<file path="config.mk">
export PLATFORM = sky130hd
export DESIGN_NAME = sync_deglitch
export DESIGN_NICKNAME = d
export VERILOG_FILES = /design/src/rtl/sync_deglitch_pkg.sv /design/src/rtl/sync_deglitch_sat_counter.sv /design/src/rtl/sync_deglitch.sv
export SDC_FILE = /design/constraint.sdc
export NUM_CORES = 1
export LEC_CHECK = 0
export ABC_AREA = 1
export BUFFER_PORTS_ARGS = -buffer_cell sky130_fd_sc_hd__buf_2
export CORE_MARGIN = 2
export CORE_UTILIZATION = 25
export DETAILED_ROUTE_END_ITERATION = 10
export HOLD_SLACK_MARGIN = 0.12
export PLACE_DENSITY = 0.5
export SETUP_SLACK_MARGIN = 0.4
export SYNTH_ARGS = -nofsm -noshare
export SYNTH_HDL_FRONTEND = slang
export SYNTH_SLANG_ARGS = --single-unit
</file>
<file path="constraint.sdc">
create_clock -name clk -period 1.9 [get_ports clk]
set_input_delay 0.38 -clock clk [delete_from_list [all_inputs] [get_ports clk]]
set_output_delay 0.38 -clock clk [all_outputs]
set_load 0.03 [all_outputs]
</file>
<file path="src/rtl/sync_deglitch_pkg.sv">
// -----------------------------------------------------------------------------
// sync_deglitch_pkg
// Shared definitions for the sync_deglitch block:
//   - state_t     : deglitch FSM state encoding
//   - FILTER_LEN_MIN / FILTER_LEN_MAX : legal FILTER_LEN range
//   - clog2()     : ceiling log2, used to size the run counter
// -----------------------------------------------------------------------------
package sync_deglitch_pkg;

    // bit 1 is the published level, bit 0 marks a pending change
    typedef enum logic [1:0] {
        STABLE_LO = 2'd0,
        CHK_HI    = 2'd1,
        STABLE_HI = 2'd2,
        CHK_LO    = 2'd3
    } state_t;

    localparam int unsigned FILTER_LEN_MIN = 1;
    localparam int unsigned FILTER_LEN_MAX = 65535;

    function automatic int unsigned clog2(input int unsigned value);
        int unsigned result;
        result = 0;
        while ((64'd1 << result) < 64'(value)) begin
            result = result + 1;
        end
        return result;
    endfunction

endpackage : sync_deglitch_pkg

</file>
<file path="src/rtl/sync_deglitch_sat_counter.sv">
// -----------------------------------------------------------------------------
// sat_counter
// Up-counter that increments on inc and holds once it reaches all-ones.
// Ports:
//   clk    in   clock
//   rst_n  in   asynchronous active-low reset (count cleared to 0)
//   inc    in   increment request, one count per cycle asserted
//   count  out  W-bit saturating count
// -----------------------------------------------------------------------------
module sat_counter #(
    parameter int unsigned W = 16
) (
    input  logic         clk,
    input  logic         rst_n,
    input  logic         inc,
    output logic [W-1:0] count
);

    if (W < 1) begin : g_bad_w
        $error("sat_counter: W must be at least 1");
    end

    always_ff @(posedge clk or negedge rst_n) begin
        if (!rst_n) begin
            count <= '0;
        end else if (inc && (count != {W{1'b1}})) begin
            count <= count + W'(1);
        end
    end

endmodule : sat_counter

</file>
<file path="src/rtl/sync_deglitch.sv">
// -----------------------------------------------------------------------------
// sync_deglitch
// Debounce/deglitch stage for a single already-synchronized level. A change
// on d is accepted only after FILTER_LEN consecutive differing samples; q is
// the filtered level, rise/fall are one-cycle pulses on accepted edges.
// All outputs are registered.
//
// Build option: define SYNC_DEGLITCH_GLITCH_CNT_EN to add the glitch_cnt
// port, a saturating count of changes that reverted before being accepted.
//
// Ports:
//   clk         in   destination-domain clock
//   rst_n       in   asynchronous active-low reset
//   d           in   synchronized input level
//   q           out  filtered level (reset INIT)
//   rise        out  one-cycle pulse when q goes 0->1
//   fall        out  one-cycle pulse when q goes 1->0
//   glitch_cnt  out  CNT_W-bit saturating glitch count (macro only)
//
// state     | meaning
// ----------+------------------------------------------------------------
// STABLE_LO | q=0, d agrees, run counter idle at 0
// CHK_HI    | q=0, d has been high for run consecutive samples
// STABLE_HI | q=1, d agrees, run counter idle at 0
// CHK_LO    | q=1, d has been low for run consecutive samples
// -----------------------------------------------------------------------------
module sync_deglitch
    import sync_deglitch_pkg::*;
#(
    parameter int unsigned FILTER_LEN = 4,
    parameter logic        INIT       = 1'b0,
    parameter int unsigned CNT_W      = 16
) (
    input  logic             clk,
    input  logic             rst_n,
    input  logic             d,
    output logic             q,
    output logic             rise,
    output logic             fall
`ifdef SYNC_DEGLITCH_GLITCH_CNT_EN
    ,
    output logic [CNT_W-1:0] glitch_cnt
`endif
);

    if ((FILTER_LEN < FILTER_LEN_MIN) || (FILTER_LEN > FILTER_LEN_MAX)) begin : g_bad_len
        $error("sync_deglitch: FILTER_LEN out of range 1..65535");
    end
    if (CNT_W < 1) begin : g_bad_cnt_w
        $error("sync_deglitch: CNT_W must be at least 1");
    end

    localparam int unsigned     RUN_W     = clog2(FILTER_LEN + 1);
    localparam logic [RUN_W-1:0] RUN_LAST = RUN_W'(FILTER_LEN - 1);
    localparam state_t          RST_STATE = INIT ? STABLE_HI : STABLE_LO;

    state_t           state;
    state_t           state_nxt;
    logic [RUN_W-1:0] run;
    logic [RUN_W-1:0] run_nxt;
    logic             q_nxt;
    logic             rise_nxt;
    logic             fall_nxt;

    always_ff @(posedge clk or negedge rst_n) begin
        if (!rst_n) begin
            state <= RST_STATE;
            run   <= '0;
            q     <= INIT;
            rise  <= 1'b0;
            fall  <= 1'b0;
        end else begin
            state <= state_nxt;
            run   <= run_nxt;
            q     <= q_nxt;
            rise  <= rise_nxt;
            fall  <= fall_nxt;
        end
    end

    always_comb begin
        state_nxt = state;
        run_nxt   = run;
        q_nxt     = q;
        rise_nxt  = 1'b0;
        fall_nxt  = 1'b0;

        case (state)
            STABLE_LO: begin
                run_nxt = '0;
                if (d) begin
                    if (FILTER_LEN == 1) begin
                        state_nxt = STABLE_HI;
                        q_nxt     = 1'b1;
                        rise_nxt  = 1'b1;
                    end else begin
                        state_nxt = CHK_HI;
                        run_nxt   = RUN_W'(1);
                    end
                end
            end

            CHK_HI: begin
                if (!d) begin
                    state_nxt = STABLE_LO;
                    run_nxt   = '0;
                end else if (run == RUN_LAST) begin
                    state_nxt = STABLE_HI;
                    q_nxt     = 1'b1;
                    rise_nxt  = 1'b1;
                    run_nxt   = '0;
                end else begin
                    run_nxt = run + RUN_W'(1);
                end
            end

            STABLE_HI: begin
                run_nxt = '0;
                if (!d) begin
                    if (FILTER_LEN == 1) begin
                        state_nxt = STABLE_LO;
                        q_nxt     = 1'b0;
                        fall_nxt  = 1'b1;
                    end else begin
                        state_nxt = CHK_LO;
                        run_nxt   = RUN_W'(1);
                    end
                end
            end

            CHK_LO: begin
                if (d) begin
                    state_nxt = STABLE_HI;
                    run_nxt   = '0;
                end else if (run == RUN_LAST) begin
                    state_nxt = STABLE_LO;
                    q_nxt     = 1'b0;
                    fall_nxt  = 1'b1;
                    run_nxt   = '0;
                end else begin
                    run_nxt = run + RUN_W'(1);
                end
            end

            default: begin
                state_nxt = RST_STATE;
                run_nxt   = '0;
                q_nxt     = INIT;
            end
        endcase
    end

`ifdef SYNC_DEGLITCH_GLITCH_CNT_EN
    // A pending change that reverts is the only way a CHK state exits
    // back to its own STABLE level, so this is exactly one event per glitch.
    logic glitch;
    assign glitch = ((state == CHK_HI) && !d) || ((state == CHK_LO) && d);

    sat_counter #(
        .W (CNT_W)
    ) u_glitch_cnt (
        .clk   (clk),
        .rst_n (rst_n),
        .inc   (glitch),
        .count (glitch_cnt)
    );
`endif

endmodule : sync_deglitch

</file>
== After elaboration in Yosys (flattened, before gate mapping) ==
Cells that the tools add are included.

* Output and inout bits: 3
* Input bits: 3
* Word-level logic and storage cells: 45
* Flip-flop bits (word level): 8

* Add/sub/neg operators: 1
* Muxes and demuxes: 23
* Reduce and logical (&&, ||, !) cells: 4
* Equality and inequality tests: 12

{| class="wikitable"
|+ Operators by type and width
! cell !! count
|-
| two-way mux 2 bit || 6
|-
| inequality test 2 bit, second input constant || 6
|-
| one-hot mux 3 bit (4 select lines) || 1
|-
| two-way mux 1 bit || 11
|-
| two-way mux 3 bit || 3
|-
| one-hot mux 2 bit (4 select lines) || 1
|-
| inequality test 3 bit, second input constant || 2
|-
| AND reduction 5 bit || 1
|-
| == test 2 bit, second input constant || 2
|-
| AND reduction 4 bit || 1
|-
| adder 3 x 1 -> 3 bit, second input constant || 1
|-
| == test 3 x 2 -> 1 bit, second input constant || 1
|-
| == test 2 x 1 -> 1 bit, second input constant || 1
|-
| zero test 2 bit || 1
|-
| one-hot mux 1 bit (2 select lines) || 1
|-
| nonzero test 2 bit || 1
|}

== Longest topological paths before layout ==
* Depth after elaboration: 4
* Mapped depth: 6
* Mapped depth without buffers: 6

== Worst setup path after synthesis ==
Ideal clock, no wire load.

* Kind: register to register
* From: reg run[0]
* To: reg run[0]
* Required time: 1.831 ns
* Library setup time: 0.069 ns
* Cell stages (with the launch flop): 7
* Data arrival time: 0.896 ns
* Period minus slack after synthesis: 0.965 ns
* Path slack: 0.935 ns
* Path buffers: 0
* Cell sequence: dfrtp_1 > ha_1 > inv_2 > nor2_4 > nand2_1 > nand2_1 > nor2_2

* Cells in the longest elaborated chain, start to end: 4
* Elaborated cells between the ends (all ways): 6
* Classes of those cells: add/sub (1); eq/ne (1); mux (4)

{| class="wikitable"
|+ RTL lines
! element !! RTL line !! RTL
|-
| start, declared || sync_deglitch.sv:59 || <nowiki>logic [RUN_W-1:0] run;</nowiki>
|-
| start signal, assigned || sync_deglitch.sv:74 || <nowiki>run <= run_nxt;</nowiki>
|-
| adder 3 x 1 -> 3 bit / == test 3 x 2 -> 1 bit (equally long branches) || - ||
|-
| two-way mux 3 bit * || sync_deglitch.sv:107, sync_deglitch.sv:135 ||
|-
| two-way mux 3 bit, on equally long branches || sync_deglitch.sv:132, sync_deglitch.sv:104 ||
|-
| one-hot mux 3 bit (4 select lines) * || sync_deglitch.sv:88 || <nowiki>case (state)</nowiki>
|-
| named net run_nxt[0] || sync_deglitch.sv:60 || <nowiki>logic [RUN_W-1:0] run_nxt;</nowiki>
|}

Mark *: on every way through the listed nets, which the timed path passes. The rest lies on a longest branch.
A chain may end at the register's enable or synchronous reset.

== Worst setup path after layout ==
* From: reg q
* To: out q

{| class="wikitable"
|+ RTL lines
! element !! RTL line !! RTL
|-
| start, declared || sync_deglitch.sv:37 || <nowiki>output logic q,</nowiki>
|-
| start signal, assigned || sync_deglitch.sv:75 || <nowiki>q <= q_nxt;</nowiki>
|}

No word-level cell between the ends.

==> impl_results.md <==
* Status: complete, no violations
* Hold Crit Class: primary input to register
* I/O pin total at 6
* Initial Util at 26.5%
* H-tree depth at 1
* Setup_tns at 0 ns
* Placement Cell Area at 384 µm²
* Tcrit/Tclk final at 62.4%
* Slowest stage delay, CP at 0.37 ns
* CP Cell Sequence: buf_2
* CP Capture Type: output pin
* Initial antenna violation count at 0
* Vias in the first global route at 218
* Crit path DAT at ~0.81 ns
* Most frequent cell after synthesis: nand2_1
* DR vias/cell at 3.98
* Die Wd at 40.9 µm
* Clock Sinks at 8
* Largest cells by area after synthesis: dfrtp_1 59%, nand2_1 15%, inv_1 7.7%
* Pre-CTS WS at 0.861 ns
* Dpl hpwl at ~430 µm
* Routed len/inst at 8.81 µm
* CTS buffer count at 3
* Mapped cell area at 340 µm²
* Final Cell Area at roughly 420 µm²
* Crit-path max FO at 2
* Row count at 13
* Initial DRC Count at 3
* Pwr dens at 1290 nW/µm²
* Max Freq at 843 MHz
* Clk_skew at 0.00189 ns
* Number of enable flip-flop cells after synthesis at 0
* Syn. warnings at 0
* Top delay family on crit path: flip-flops
* Seq/Total Area, Yosys at 58.8%
* Crit path time final at 1.19 ns
* Drt pass-1 iters at 2
* First-pass GRT wire length at 924 µm
* Top FF cell, synth: dfrtp_1
* Die height at ~41 µm
* Finish-stage setup viols at 0
* CTS tree: done
* Post-route ant nets at 0
* Relative slew margins at between 80 and 90%
* Async set-reset flop share out of synthesis at 100%
* Unrepaired setup endpoints after global routing: false
* Gr ovfl total at 0
* GRT Total Usage at 9.64%
* Vias at 251
* I/O Buffers at 5
* Core area at ~1300 µm²
* Max Cap Violations at 0
* DRT Wirelength at 555 µm
* Skew-Pair Late Insertion Delay at approximately 0.26 ns
* Avg Cell Area, Syn at 8.73 µm²
* Final hold vios at 0
* Largest net degree at the start of global routing at 9
* Layout cells sized above 1 at 25.0%
* Critical path buffers and inverters at 1
* Count of state elements after synthesis at 8
* Clock tree root driver cell: clkbuf_4
* Count of cell types in the netlist at 11
* Post-Layout Cell Count at 63
* Final Max Slew Viols at 0
* Final worst slack at 0.714 ns
* Setup CP Type: register to output pin
* Final Total Pwr at ~540 µW
* Peak VDD IR at 0.000395 V
* Critical Path RT at between 1.5 and 2 ns
* Setup crit start: q
* Worst-Margin Slew at 0.183 ns
* Post-CTS sizing at 0
* Highest-delay cell along the critical path: dfrtp_1
* Layout overhead on the synthesized area at 22.4%
* Post-synth net total at 43
* Fin nets at 54
* Placed cells at approximately 60
* Leak at 0.257 nW
* GPL Wtd Cong at roughly 0.62
* Die Area at ~1700 µm²
* # DRC at 0
* Hold Startpoint: d
* Reg2reg start: run[0]
* Max Buffers Root-to-Sink at 2
* Critical Path Source Type: register
* Synth top cells by count: 14 x nand2_1, 8 x dfrtp_1, 7 x inv_1
* Synth Instances at 39
* Clock slew at reported path FFs at 0.06 ns
* ANT cells at 0
* Area leader, netlist: dfrtp_1
* Synth top area share at 58.8%
[worst register-to-register path, delay by kind of cell (launching register included)]
family,cells,cell delay (ns)
simple gates,4,0.30
buf+inv,1,0.08
flops,1,0.39
fa+ha+maj,1,0.23
[per-layer routing]
layer | track usage, % | share of wire [%] | vias up
li1 | - | - | 131
met1 | 13.1 | 50 | 110
met2 | 10.9 | 39 | 5
met3 | 3.26 | 4.3 | 5
met4 | 10.0 | 6.1 | 0
met5 | 0 | 0 | -
[layout by cell type, fill, tap and decap left out, types with 2 or more instances in the layout]
cell       n
buf_2      5
clkbuf_4   3
dfrtp_1    8
inv_1      7
inv_2      2
nand2_1   14
nor2_1     2
[timing repair]
| action | in CTS | in global routing |
|---|---|---|
| endpoints found under the hold margin | 8 | 0 |
| setup buffers | 0 | 0 |
| hold buffers | 1 | 0 |
[worst paths after layout]
path,to,slack [ns],cells after the start
worst max-delay path,q,0.71,1
worst min-delay path,register,0.41,3
worst max register to register,run[0],0.85,6
worst min register to register,q,0.47,2
max in group asynchronous,run[0],1.24,2
min in group asynchronous,rise,0.49,2
[through the flow]
step	hold slack [ns]	utilization (%)
after floorplan	0.0844	-
after global routing	0.413	32.4
after global placement	0.230	29.9
after detailed placement	0.233	29.9
final	0.409	32.4
after CTS	0.410	32.4
[cell families (layout without fill, tap and decap cells)]
kind of cell | Yosys count | after routing | share of synthesized area [%]
compound gates | 1 | 1 | 1.47
fa+ha+maj | 1 | 1 | 3.68
buf+inv | 9 | 18 | 9.93
flops | 8 | 8 | 58.8
simple gates | 20 | 20 | 26.1
[layout make-up]
class	instances	area (µm²)
Clock buffer	3	22.5
Fill cell	139	868
Inverter	9	33.8
Multi-Input combinational cell	22	106
Sequential cell	8	200
Tap cell	15	18.8
Timing Repair Buffer	6	35.0
[power breakdown]
group | switching (mW) | internal (mW)
logic | 0.0958 | 0.0541
registers | 0.0350 | 0.218
clock network | 0.0610 | 0.0725
Power figures use the tool's default switching activity.
